`config.mk`:
```
export PLATFORM = sky130hd
export DESIGN_NAME = if_stage
export DESIGN_NICKNAME = d
export VERILOG_FILES = /design/src/rtl/if_stage.sv
export SDC_FILE = /design/constraint.sdc
export NUM_CORES = 1
export LEC_CHECK = 0
export CAP_MARGIN = 20
export CORE_MARGIN = 2
export CORE_UTILIZATION = 51
export CTS_CLUSTER_SIZE = 12
export DETAILED_ROUTE_END_ITERATION = 8
export PLACE_DENSITY = 0.87
export SYNTH_ARGS = -nofsm -noshare
export SYNTH_HDL_FRONTEND = slang
export SYNTH_SLANG_ARGS = --single-unit
```
`constraint.sdc`:
```
create_clock -name clk -period 7.11 [get_ports clk]
set_input_delay 1.0665 -clock clk [delete_from_list [all_inputs] [get_ports clk]]
set_output_delay 1.0665 -clock clk [all_outputs]
set_load 0.02 [all_outputs]
```
`src/rtl/if_stage.sv`:
```
// Instruction-fetch stage.
// Owns the program counter, drives the combinational instruction ROM address,
// picks the next PC from the decode-stage redirects and the stall enable, and
// loads the 64-bit IF_ID register ({PC+4, instruction}). A NOP is injected on
// any redirect. Saturating fetch/flush performance counters are kept here.
module if_stage #(
  parameter logic [31:0] RESET_PC = 32'h8000_0000,
  parameter logic [31:0] INT_VEC  = 32'h8000_0004,
  parameter logic [31:0] EXC_VEC  = 32'h8000_0008,
  parameter logic [31:0] NOP_INST = 32'h0000_0000,
  parameter int          CNT_W    = 32
) (
  input  logic             clk,
  input  logic             rst_n,
  input  logic             PC_IF_ID_Write,
  input  logic             Z,
  input  logic             J,
  input  logic             JR,
  input  logic             interrupt,
  input  logic             exception,
  input  logic [31:0]      branch_target,
  input  logic [31:0]      jump_target,
  input  logic [31:0]      jr_target,
  output logic [31:0]      inst_addr,
  input  logic [31:0]      inst_data,
  output logic [63:0]      IF_ID,
  output logic [CNT_W-1:0] fetch_count,
  output logic [CNT_W-1:0] flush_count
);

  localparam logic [31:0]      RESET_PC_P4 = RESET_PC + 32'd4;
  localparam logic [63:0]      IF_ID_RST   = {RESET_PC_P4, NOP_INST};
  localparam logic [CNT_W-1:0] CNT_MAX     = '1;

  logic [31:0]      pc_q, pc_d;
  logic [63:0]      if_id_q, if_id_d;
  logic [CNT_W-1:0] fetch_cnt_q, fetch_cnt_d;
  logic [CNT_W-1:0] flush_cnt_q, flush_cnt_d;

  logic [31:0] pc_inc;
  logic [31:0] redirect_pc_p4;
  logic        stall;
  logic        flush;
  logic        fetch_load;

  assign inst_addr   = pc_q;
  assign IF_ID       = if_id_q;
  assign fetch_count = fetch_cnt_q;
  assign flush_count = flush_cnt_q;

  assign stall = ~PC_IF_ID_Write;

  // Increment stays inside the current mode: the kernel bit is carried over
  // untouched and the low 31 bits wrap on their own.
  assign pc_inc = {pc_q[31], pc_q[30:0] + 31'd4};

  // Next-PC selection; interrupt/exception beat the stall because decode
  // squashes the stalled instruction itself when it takes a trap.
  always_comb begin
    pc_d  = pc_inc;
    flush = 1'b0;
    if (interrupt) begin
      pc_d  = INT_VEC;
      flush = 1'b1;
    end else if (exception) begin
      pc_d  = EXC_VEC;
      flush = 1'b1;
    end else if (stall) begin
      pc_d  = pc_q;
    end else if (JR) begin
      pc_d  = jr_target;
      flush = 1'b1;
    end else if (J) begin
      pc_d  = jump_target;
      flush = 1'b1;
    end else if (Z) begin
      pc_d  = branch_target;
      flush = 1'b1;
    end
  end

  assign redirect_pc_p4 = pc_d + 32'd4;
  assign fetch_load     = PC_IF_ID_Write & ~flush;

  // IF_ID next value: the injected NOP carries target+4 so a trap taken on
  // the bubble resumes at the redirect target, not on the wrong path.
  always_comb begin
    if_id_d = if_id_q;
    if (flush) begin
      if_id_d = {redirect_pc_p4, NOP_INST};
    end else if (fetch_load) begin
      if_id_d = {pc_inc, inst_data};
    end
  end

  // Saturating performance counters; both hold across a plain stall.
  always_comb begin
    fetch_cnt_d = fetch_cnt_q;
    flush_cnt_d = flush_cnt_q;
    if (fetch_load && (fetch_cnt_q != CNT_MAX)) begin
      fetch_cnt_d = fetch_cnt_q + 1'b1;
    end
    if (flush && (flush_cnt_q != CNT_MAX)) begin
      flush_cnt_d = flush_cnt_q + 1'b1;
    end
  end

  // Program counter register.
  always_ff @(posedge clk or negedge rst_n) begin
    if (!rst_n) begin
      pc_q <= RESET_PC;
    end else begin
      pc_q <= pc_d;
    end
  end

  // IF_ID pipeline register.
  always_ff @(posedge clk or negedge rst_n) begin
    if (!rst_n) begin
      if_id_q <= IF_ID_RST;
    end else begin
      if_id_q <= if_id_d;
    end
  end

  // Performance counter registers.
  always_ff @(posedge clk or negedge rst_n) begin
    if (!rst_n) begin
      fetch_cnt_q <= '0;
      flush_cnt_q <= '0;
    end else begin
      fetch_cnt_q <= fetch_cnt_d;
      flush_cnt_q <= flush_cnt_d;
    end
  end

endmodule

```
==> results of run 1 <==
==> where the power goes <==
part | switching (mW) | total (mW) | leakage, nW | internal [mW]
clock | 0.414 | 0.945 | 0.294 | 0.531
sequential | 0.0792 | 1.05 | 2.16 | 0.973
combinational | 0.279 | 0.538 | 2.70 | 0.259
total | 0.772 | 2.53 | 5.15 | 1.76
==> area by class of cell <==
cell class                      instances  share of cell area, %
Timing Repair Buffer                  304                  23.67
Clock buffer                           18                  3.373
Sequential cell                       160                  31.50
Tap cell                              229                  2.252
Inverter                               17                 0.5016
Clock inverter                         14                  1.347
Multi-Input combinational cell        713                  37.35
==> flip-flops by register name (all words and copies together) (netlist names) <==
| name | count |
|---|---|
| IF_ID | 64 |
| fetch_count | 32 |
| flush_count | 32 |
| inst_addr | 32 |
==> worst max-delay path: cells and delay by family <==
kind | cells | cell delay, ps
AO/OA/AOI/OAI | 4 | 1130
XOR/XNOR | 1 | 170
AND/OR/NAND/NOR | 4 | 2440
buffers and inverters | 1 | 720
==> logic make-up after synthesis <==
family                     share of synthesized area (%)
buffers and inverters                              5.026
xor gates and xnor gates                           10.27
muxes                                             0.2445
DFF                                                43.51
AOI/OAI and AO/OA                                  18.18
adders and majority gates                         0.5434
and+or+nand+nor                                    22.23
==> cell usage after synthesis, types with 15 or more instances <==
master      n  area, um2
o22ai_1    15      93.84
nand3_1    42      210.2
a22o_1     32      280.3
nor2_1     55      206.5
clkbuf_1   26      97.59
xnor2_1    66      578.1
o21ai_0    37      185.2
and3_1     19      118.9
xor2_1     42      367.9
o221ai_1   22      192.7
inv_1      16      60.06
a21oi_1    29      145.1
nand4_1    29      181.4
nand2_1   115      431.7
dfrtp_1   157       3929
nor3_1     24      120.1
==> worst min path at each step <==
stage / start / endpoint / depth (start not counted)
floorplan: IF_ID[34] / IF_ID[34] / 2
global placement: IF_ID[46] / IF_ID[46] / 2
detailed placement: IF_ID[46] / IF_ID[46] / 2
CTS: IF_ID[39] / IF_ID[39] / 2
global route: IF_ID[41] / IF_ID[41] / 2
finish: IF_ID[39] / IF_ID[39] / 2
==> through the flow <==
step,util (%),total power [mW],hold WS (ps)
2_1_floorplan,-,1.316,534.8
3_3_place_gp,67.94,1.589,452.5
3_5_place_dp,67.94,1.601,457.2
4_1_cts,71.31,2.537,475.3
5_1_grt,71.31,2.626,506.3
6_report,71.31,2.534,472.7
==> layer usage <==
| layer | wire length, um | vias up | track usage (%) |
|---|---|---|---|
| li1 | - | 4026 | - |
| met1 | 11890 | 4319 | 39.33 |
| met2 | 14550 | 510 | 50.68 |
| met3 | 2821 | 91 | 9.075 |
| met4 | 1210 | 0 | 12.46 |
| met5 | 0 | - | 0 |
==> out/results.ini, run 1 <==
[status]
status=completed

[worst_setup_path]
reg2reg_depth=13
worstPathCellList=clkdlybuf4s50_1 > nand2b_1 > o221ai_1 > a31o_2 > a2111oi_2 > nand4_4 > nor4_1 > or4b_1 > xor2_1 > o221ai_2
slowest_delay_ps=860
r2r_end=IF_ID[62]
start_kind=input port
path_class=input port to flip-flop
crit_path_start=Z
cp_max_fo=23
r2r_slack_ps=2740
crit_end=IF_ID[62]
slowest_stage=nor4_1
reg2reg_from=inst_addr[2]
crit_arrival_ps=5510
worst-endpoint-required_ps=7450
end_kind=flip-flop

[placement]
pre_cts_ws_ps=1605
dpl_cell_area_um2=12120
hpwl_um=22070
gp_congestion=0.9604
place_inst=1423
io_buffers=295

[clock_network]
clock_path_buffers=2
cts_buffers=17
insertion_delay_ps=440
post-cts-setup-buffers=0
cts_tree=done
clock_sinks=160
h-tree-depth=4
clk_pin_slew_ps=70
cts.repair.resized=0
root_buffer=clkbuf_16
cts_hold_repair.buffers=0

[floorplan]
die_area_um2=19150
core_um2=17840
fp.dieH_um=138.4
dieWidth_um=138.4
pin_count=296
row_count=49
start_util_pct=51.62

[layout]
final_cell_mix=clkdlybuf4s50_1, dfrtp_1, nand2_1, xnor2_1, nor2_1
fill_cells=1373
syn2layout_area_growth_pct=38.13
drive_above_1_share_pct=8.075
nets=1353
final_area_um2=12720
n_antenna_cell=0
final_common_cell=clkdlybuf4s50_1
layout.cells.non_filler=1455
multi_input_area_um2=4752
regArea_um2=4008

[detailed_routing]
drt_pass1_iterations=5
wl_um=30470
first_iter_violations=836
wl_per_cell_um=20.94
vias=8946
vias_per_cell=6.148
antenna_left=0
drc=0

[grt]
grt_usage_pct=31.15
grt-ovfl-total=0
antenna_found_initial=0
grt_pass1_wl_um=47720
first_global_vias=8685
grt_max_degree=104

[yosys]
synthArstFlopShare_pct=100.0
syn_area_per_cell_um2=9.685
synth_edf_count=0
yosysSeqAreaShare_pct=43.51
syn_nets=1091
synth_cell_type_count=87
synth_seq_cells=160
netlist_area_um2=9210
synthCells=951
ys_warn_count=0
synthFlopType=dfrtp_1

[timing]
max_freq_mhz=193.3
layout_setup_ws_ps=1937
fin_skew_ps=11.15
finalHoldViolations=0
rsz0062_at_grt=false
setup_viol=0
final_max_slew_viol_count=0
slew-limit-headroom_pct=27.32
fin_crit_ps=5173
worst_pin_slew_ps=1086
setup_tns_ps=0
period_share_pct=72.75

[job]
cap_violations=0

[pwr]
ir_drop_v=0.0001747
leakage_nw=5.149
p_per_area_nw_per_um2=199.2

[worst_hold_path]
hold_class=flip-flop to flip-flop

Note: power is estimated with default switching activity, not from simulation.
==> inputs of run 2 (changes only) <==
- CORE_UTILIZATION: 51 -> 43
- PLACE_DENSITY: 0.87 -> 0.78
- clock period: 7.11 -> 4.4 ns (I/O delays scaled with it)
==> run 2 against run 1 <==
  * Sequential power grew 62%
  * First-iteration DRC count shrank 27%
  * Combinational power grew 65%
  * Via count shrank 0.30%
  * Largest cell class unchanged
  * Highest routed layer unchanged
==> out/results.ini, run 2 (synthesis gave the netlist of run 1 again) <==
[status]
status=completed

[clock_network]
cts_hold_repair.buffers=0  ; unchanged
cts.repair.resized=0  ; unchanged
root_buffer=clkbuf_16
clock_sinks=160  ; unchanged
clock_path_buffers=2  ; unchanged
cts_buffers=17  ; unchanged
post-cts-setup-buffers=0  ; unchanged
insertion_delay_ps=420  ; -20 ps
clk_pin_slew_ps=70  ; about the same
cts_tree=done
h-tree-depth=4  ; unchanged

[worst_setup_path]
cp_max_fo=24  ; +4.3%
end_kind=flip-flop
path_buf_inv=3  ; +2
worstPathCellList=clkdlybuf4s50_1 > buf_12 > a2111oi_0 > o32a_1 > a21oi_1 > ha_1 > inv_1 > nor3_2 > nand4_4 > nor4_1 > or4b_1 > xor2_1 > o221ai_2
reg2reg_depth=9  ; -4
crit_family=simple AND/OR/NAND/NOR gates
r2r_slack_ps=560  ; -2180 ps
path_class=input port to flip-flop
slowest_stage=clkdlybuf4s50_1
reg2reg_from=inst_addr[9]
r2r_end=IF_ID[62]
crit_path_start=J
start_kind=input port
crit_arrival_ps=4140  ; -1370 ps
worst-endpoint-required_ps=4700  ; -2750 ps
slowest_delay_ps=580  ; -280 ps

[pwr]
leakage_nw=5.287  ; +2.7%
power_mw=4.082  ; +61%
p_per_area_nw_per_um2=314.0  ; +58%
p_clk_share_pct=36.6  ; -0.7 points
p_sw_share_pct=31.02  ; +0.58 points
p_comb_share_pct=21.8  ; +0.6 points
ir_drop_v=0.0002368  ; +35%
intPower_mw=2.816  ; +60%
p_seq_share_pct=41.6  ; about the same
switchingPower_mw=1.266  ; +64%

[grt]
grt_pass1_wl_um=49240  ; +3.2%
grt-ovfl-total=0  ; unchanged
antenna_found_initial=0  ; unchanged
grt_max_degree=85  ; -18%
grt_usage_pct=27.95  ; -3.2 points
first_global_vias=9030  ; +4.0%

[detailed_routing]
wl_per_cell_um=20.84  ; -0.49%
drc=0  ; unchanged
first_iter_violations=613  ; -27%
drt_pass1_iterations=6  ; +1
vias=8919  ; -0.30%
wl_um=31840  ; +4.5%
vias_per_cell=5.837  ; -5.1%
antenna_left=0  ; unchanged

[floorplan]
core_um2=21020  ; +18%
row_count=53  ; +8.2%
start_util_pct=43.81  ; -7.8 points
fp.dieH_um=150.4  ; +8.6%
dieWidth_um=150.4  ; +8.6%
pin_count=296  ; unchanged
die_area_um2=22610  ; +18%

[worst_hold_path]
hold_class=input port to asynchronous set/reset pin

[timing]
worst_pin_slew_ps=807.0  ; -279.2 ps
fin_crit_ps=3846
setup_tns_ps=0  ; unchanged
rsz0062_at_grt=false
setup_viol=0  ; unchanged
final_max_slew_viol_count=0  ; unchanged
fin_hold_ws_ps=234.5  ; -238.2 ps
max_freq_mhz=260.0
fin_skew_ps=14.61  ; +3.463 ps
finalHoldViolations=0  ; unchanged
period_share_pct=87.41
layout_setup_ws_ps=554.2  ; -1383 ps
slew-limit-headroom_pct=45.75  ; +18 points

[layout]
regArea_um2=4008  ; unchanged
drive_above_1_share_pct=10.06  ; +2.0 points
layout.cells.non_filler=1528  ; +5.0%
n_antenna_cell=0  ; unchanged
multi_input_area_um2=4752  ; unchanged
final_area_um2=13000  ; +2.2%
largest_register_ffs=64  ; unchanged
syn2layout_area_growth_pct=41.16
final_cell_mix=clkdlybuf4s50_1, dfrtp_1, nand2_1, xnor2_1, nor2_1
final_common_cell=clkdlybuf4s50_1
utilization_pct=61.85  ; -9.5 points
fill_cells=1790  ; +30%
nets=1380  ; +2.0%

[placement]
place_inst=1496  ; +5.1%
dpl_cell_area_um2=12410  ; +2.4%
gp_congestion=0.9852  ; +2.6%
io_buffers=295  ; unchanged
hpwl_um=23660  ; +7.2%
pre_cts_ws_ps=234.7  ; -1370 ps

[job]
cap_violations=0  ; unchanged

## run 2: power groups by stage
stage	logic (mW)	registers, mW	clock network (mW)
final	0.888	1.70	1.49
after global routing	0.950	1.72	1.59
after CTS	0.889	1.70	1.52
after detailed placement	0.885	1.72	0
after global placement	0.878	1.72	0
after floorplan	0.310	1.82	0
## run 2: worst max-delay path by stage
stage                      to  depth (start not counted)
global placement    IF_ID[62]                         13
global route        IF_ID[62]                         10
floorplan           IF_ID[62]                         13
detailed placement  IF_ID[62]                         13
finish              IF_ID[62]                         13
CTS                 IF_ID[62]                         10
## run 2: cell type report
class / count / area share [%]
clock inverters: 14 / 1.270
multi-input cells: 713 / 36.55
well taps: 275 / 2.647
inverters: 17 / 0.4908
clock buffers: 18 / 3.301
repair buffers: 331 / 24.92
flip-flops and latches: 160 / 30.82
## run 2: metal layers
layer	GRT usage [%]	part of all wire, %
met1	35.57	40
met2	45.09	46
met3	7.242	9.5
met4	11.89	3.7
met5	0	0
==> inputs of run 3 (changes only) <==
- CORE_UTILIZATION: 43 -> 58
- CTS_CLUSTER_SIZE: 12 -> 10
- DONT_BUFFER_PORTS: unset -> 1
- PLACE_DENSITY: 0.78 -> 0.76
- SLEW_MARGIN: unset -> 20
==> run 3 against run 2 <==
  * Maximum frequency fell by 5.0%
  * Clock power rose by 3%
  * Via count fell by 14%
  * First-iteration DRC count fell by 9.1%
  * Clock skew fell by 5.6 ps
  * Sequential power rose by 8%
  * Non-clock buffer count fell by 309
  * Cell count fell by 24%
  * Core utilization rose by 1.1 points
  * Global-route usage rose by 3.8 points
  * Hold slack got worse by 160 ps
  * Total power fell by 7.9%
  * Largest power group unchanged
==> out/results.ini, run 3 (synthesis gave the netlist of run 1 again) <==
[worst_setup_path]
crit_arrival_ps=4340  ; +200 ps
worstPathCellList=ha_1 > nor2b_1 > a2111oi_0 > o32a_1 > a21oi_1 > ha_1 > inv_1 > nor3_4 > nand4_4 > nor4_1 > buf_4 > or4b_1 > xor2_1 > o221ai_2
reg2reg_depth=14  ; +5
slowest_stage=dfrtp_1
start_kind=flip-flop
path_class=flip-flop to flip-flop
worst-endpoint-required_ps=4690  ; about the same
cp_common_cell=ha_1
end_kind=flip-flop
cp_max_fo=8  ; -67%
slowest_delay_ps=540  ; -40 ps

[detailed_routing]
wl_um=27230  ; -14%
drc=0  ; unchanged
vias_per_cell=6.604  ; +13%
wl_per_cell_um=23.47  ; +13%
drt_pass1_iterations=5  ; -1
antenna_left=0  ; unchanged
vias=7661  ; -14%
first_iter_violations=557  ; -9.1%

[clock_network]
clk_pin_slew_ps=70  ; about the same
clock_sinks=160  ; unchanged
cts_tree=done
root_buffer=clkbuf_16
cts_buffers=17  ; unchanged
insertion_delay_ps=420  ; about the same
h-tree-depth=4  ; unchanged
clock_path_buffers=2  ; unchanged

[pwr]
p_per_area_nw_per_um2=379.8  ; +21%
ir_drop_v=0.0004347  ; +84%
leakage_nw=4.145  ; -22%

[layout]
n_antenna_cell=0  ; unchanged
nets=1071  ; -22%
layout.cells.non_filler=1160  ; -24%
utilization_pct=62.98  ; +1.1 points
largest_register_ffs=64  ; unchanged
final_cell_mix=dfrtp_1, nand2_1, xnor2_1, nor2_1
syn2layout_area_growth_pct=7.445
final_common_cell=dfrtp_1
drive_above_1_share_pct=11.55  ; +1.5 points
fill_cells=1345  ; -25%

[timing]
setup_tns_ps=0  ; unchanged
final_max_slew_viol_count=0  ; unchanged
fin_hold_ws_ps=76.30  ; -158.2 ps
setup_viol=0  ; unchanged
fin_crit_ps=4050  ; +204.5 ps
fin_skew_ps=9.042  ; -5.572 ps
rsz0062_at_grt=false
worst_pin_slew_ps=927.6  ; +120.7 ps
max_freq_mhz=246.9  ; -5.0%
period_share_pct=92.05  ; +4.6 points
layout_setup_ws_ps=349.7  ; -204.5 ps
slew-limit-headroom_pct=38.16  ; -7.6 points
finalHoldViolations=0  ; unchanged

[floorplan]
row_count=46  ; -13%
start_util_pct=58.62  ; +15 points
core_um2=15710  ; -25%
dieWidth_um=130.0  ; -14%
fp.dieH_um=130.0  ; -14%
pin_count=296  ; unchanged
die_area_um2=16900  ; -25%

[grt]
grt_usage_pct=31.76  ; +3.8 points
grt_pass1_wl_um=40790  ; -17%
grt_max_degree=158  ; +86%
grt-ovfl-total=0  ; unchanged
first_global_vias=7309  ; -19%
antenna_found_initial=0  ; unchanged

[placement]
pre_cts_ws_ps=343.8  ; +109.0 ps
hpwl_um=19470  ; -18%
place_inst=1127  ; -25%
io_buffers=0  ; -100%
gp_congestion=1.012  ; +2.7%

[status]
status=completed

[worst_hold_path]
hold_class=input port to asynchronous set/reset pin

[job]
cap_violations=0  ; unchanged

==> run 3: cell types whose count changed in the layout (fill, tap and decap cells not counted), sizes merged <==
cell and change:
clkdlybuf4s50 -292, clkbuf +1, bufinv +1, buf -17, clkinvlp -1, inv -2
clkinv +1
==> run 3: power breakdown <==
group / internal [mW] / total [mW] / leakage, nW / switching, mW
clock: 0.876 / 1.53 / 0.301 / 0.657
combinational: 0.161 / 0.385 / 1.69 / 0.223
sequential: 1.57 / 1.84 / 2.16 / 0.271
total: 2.61 / 3.76 / 4.14 / 1.15
==> run 3: per-stage QoR <==
step,instance area [um2],power [mW]
2_1_floorplan,9210,2.126
3_3_place_gp,9251,2.202
3_5_place_dp,9251,2.217
4_1_cts,9889,3.773
5_1_grt,9896,3.905
6_report,9896,3.758
==> run 3: cell type report <==
cell class	instances	area [um2]	area share (%)
tap	216	270.3	2.731
timing repair buffer	22	185.2	1.871
inverter	17	63.81	0.6448
clock buffer	19	442.9	4.476
clock inverter	13	167.7	1.694
sequential	160	4008	40.50
multi-input combinational	713	4758	48.08
==> run 3: per-layer routing <==
| metal | wire length [um] | part of all wire [%] | GRT usage, % | vias to the layer above |
|---|---|---|---|---|
| li1 | - | - | - | 3453 |
| met1 | 10430 | 38 | 40.41 | 3724 |
| met2 | 12610 | 46 | 48.88 | 408 |
| met3 | 3082 | 11 | 11.23 | 76 |
| met4 | 1112 | 4.1 | 14.67 | 0 |
| met5 | 0 | 0 | 0 | - |
==> run 3: repair_timing <==
action | 4_1_cts | 5_1_grt
endpoints found under the setup margin | 0 | 1
endpoints found under the hold margin | 157 | 0
gates resized for setup | 0 | 1
hold buffers | 1 | 0
buffers inserted | 0 | 0
==> run 3: worst paths after layout <==
kind | startpoint | endpoint | slack, ps
worst min-delay path | rst_n | IF_ID[34] | 80
worst max register to register | inst_addr[2] | IF_ID[62] | 350
max in group asynchronous | rst_n | flush_count[13] | 3470
min in group clk | interrupt | IF_ID[34] | 270
worst min register to register | IF_ID[34] | IF_ID[34] | 570
worst max-delay path | inst_addr[2] | IF_ID[62] | 350
==> run 3: critical path, delay by kind of cell, from the launching register on <==
family                     cells  cell delay [ps]
xor gates and xnor gates       1              190
DFF                            1              540
adders and majority gates      2              550
AOI/OAI and AO/OA              4              790
and+or+nand+nor                5             1570
buffers and inverters          2              280
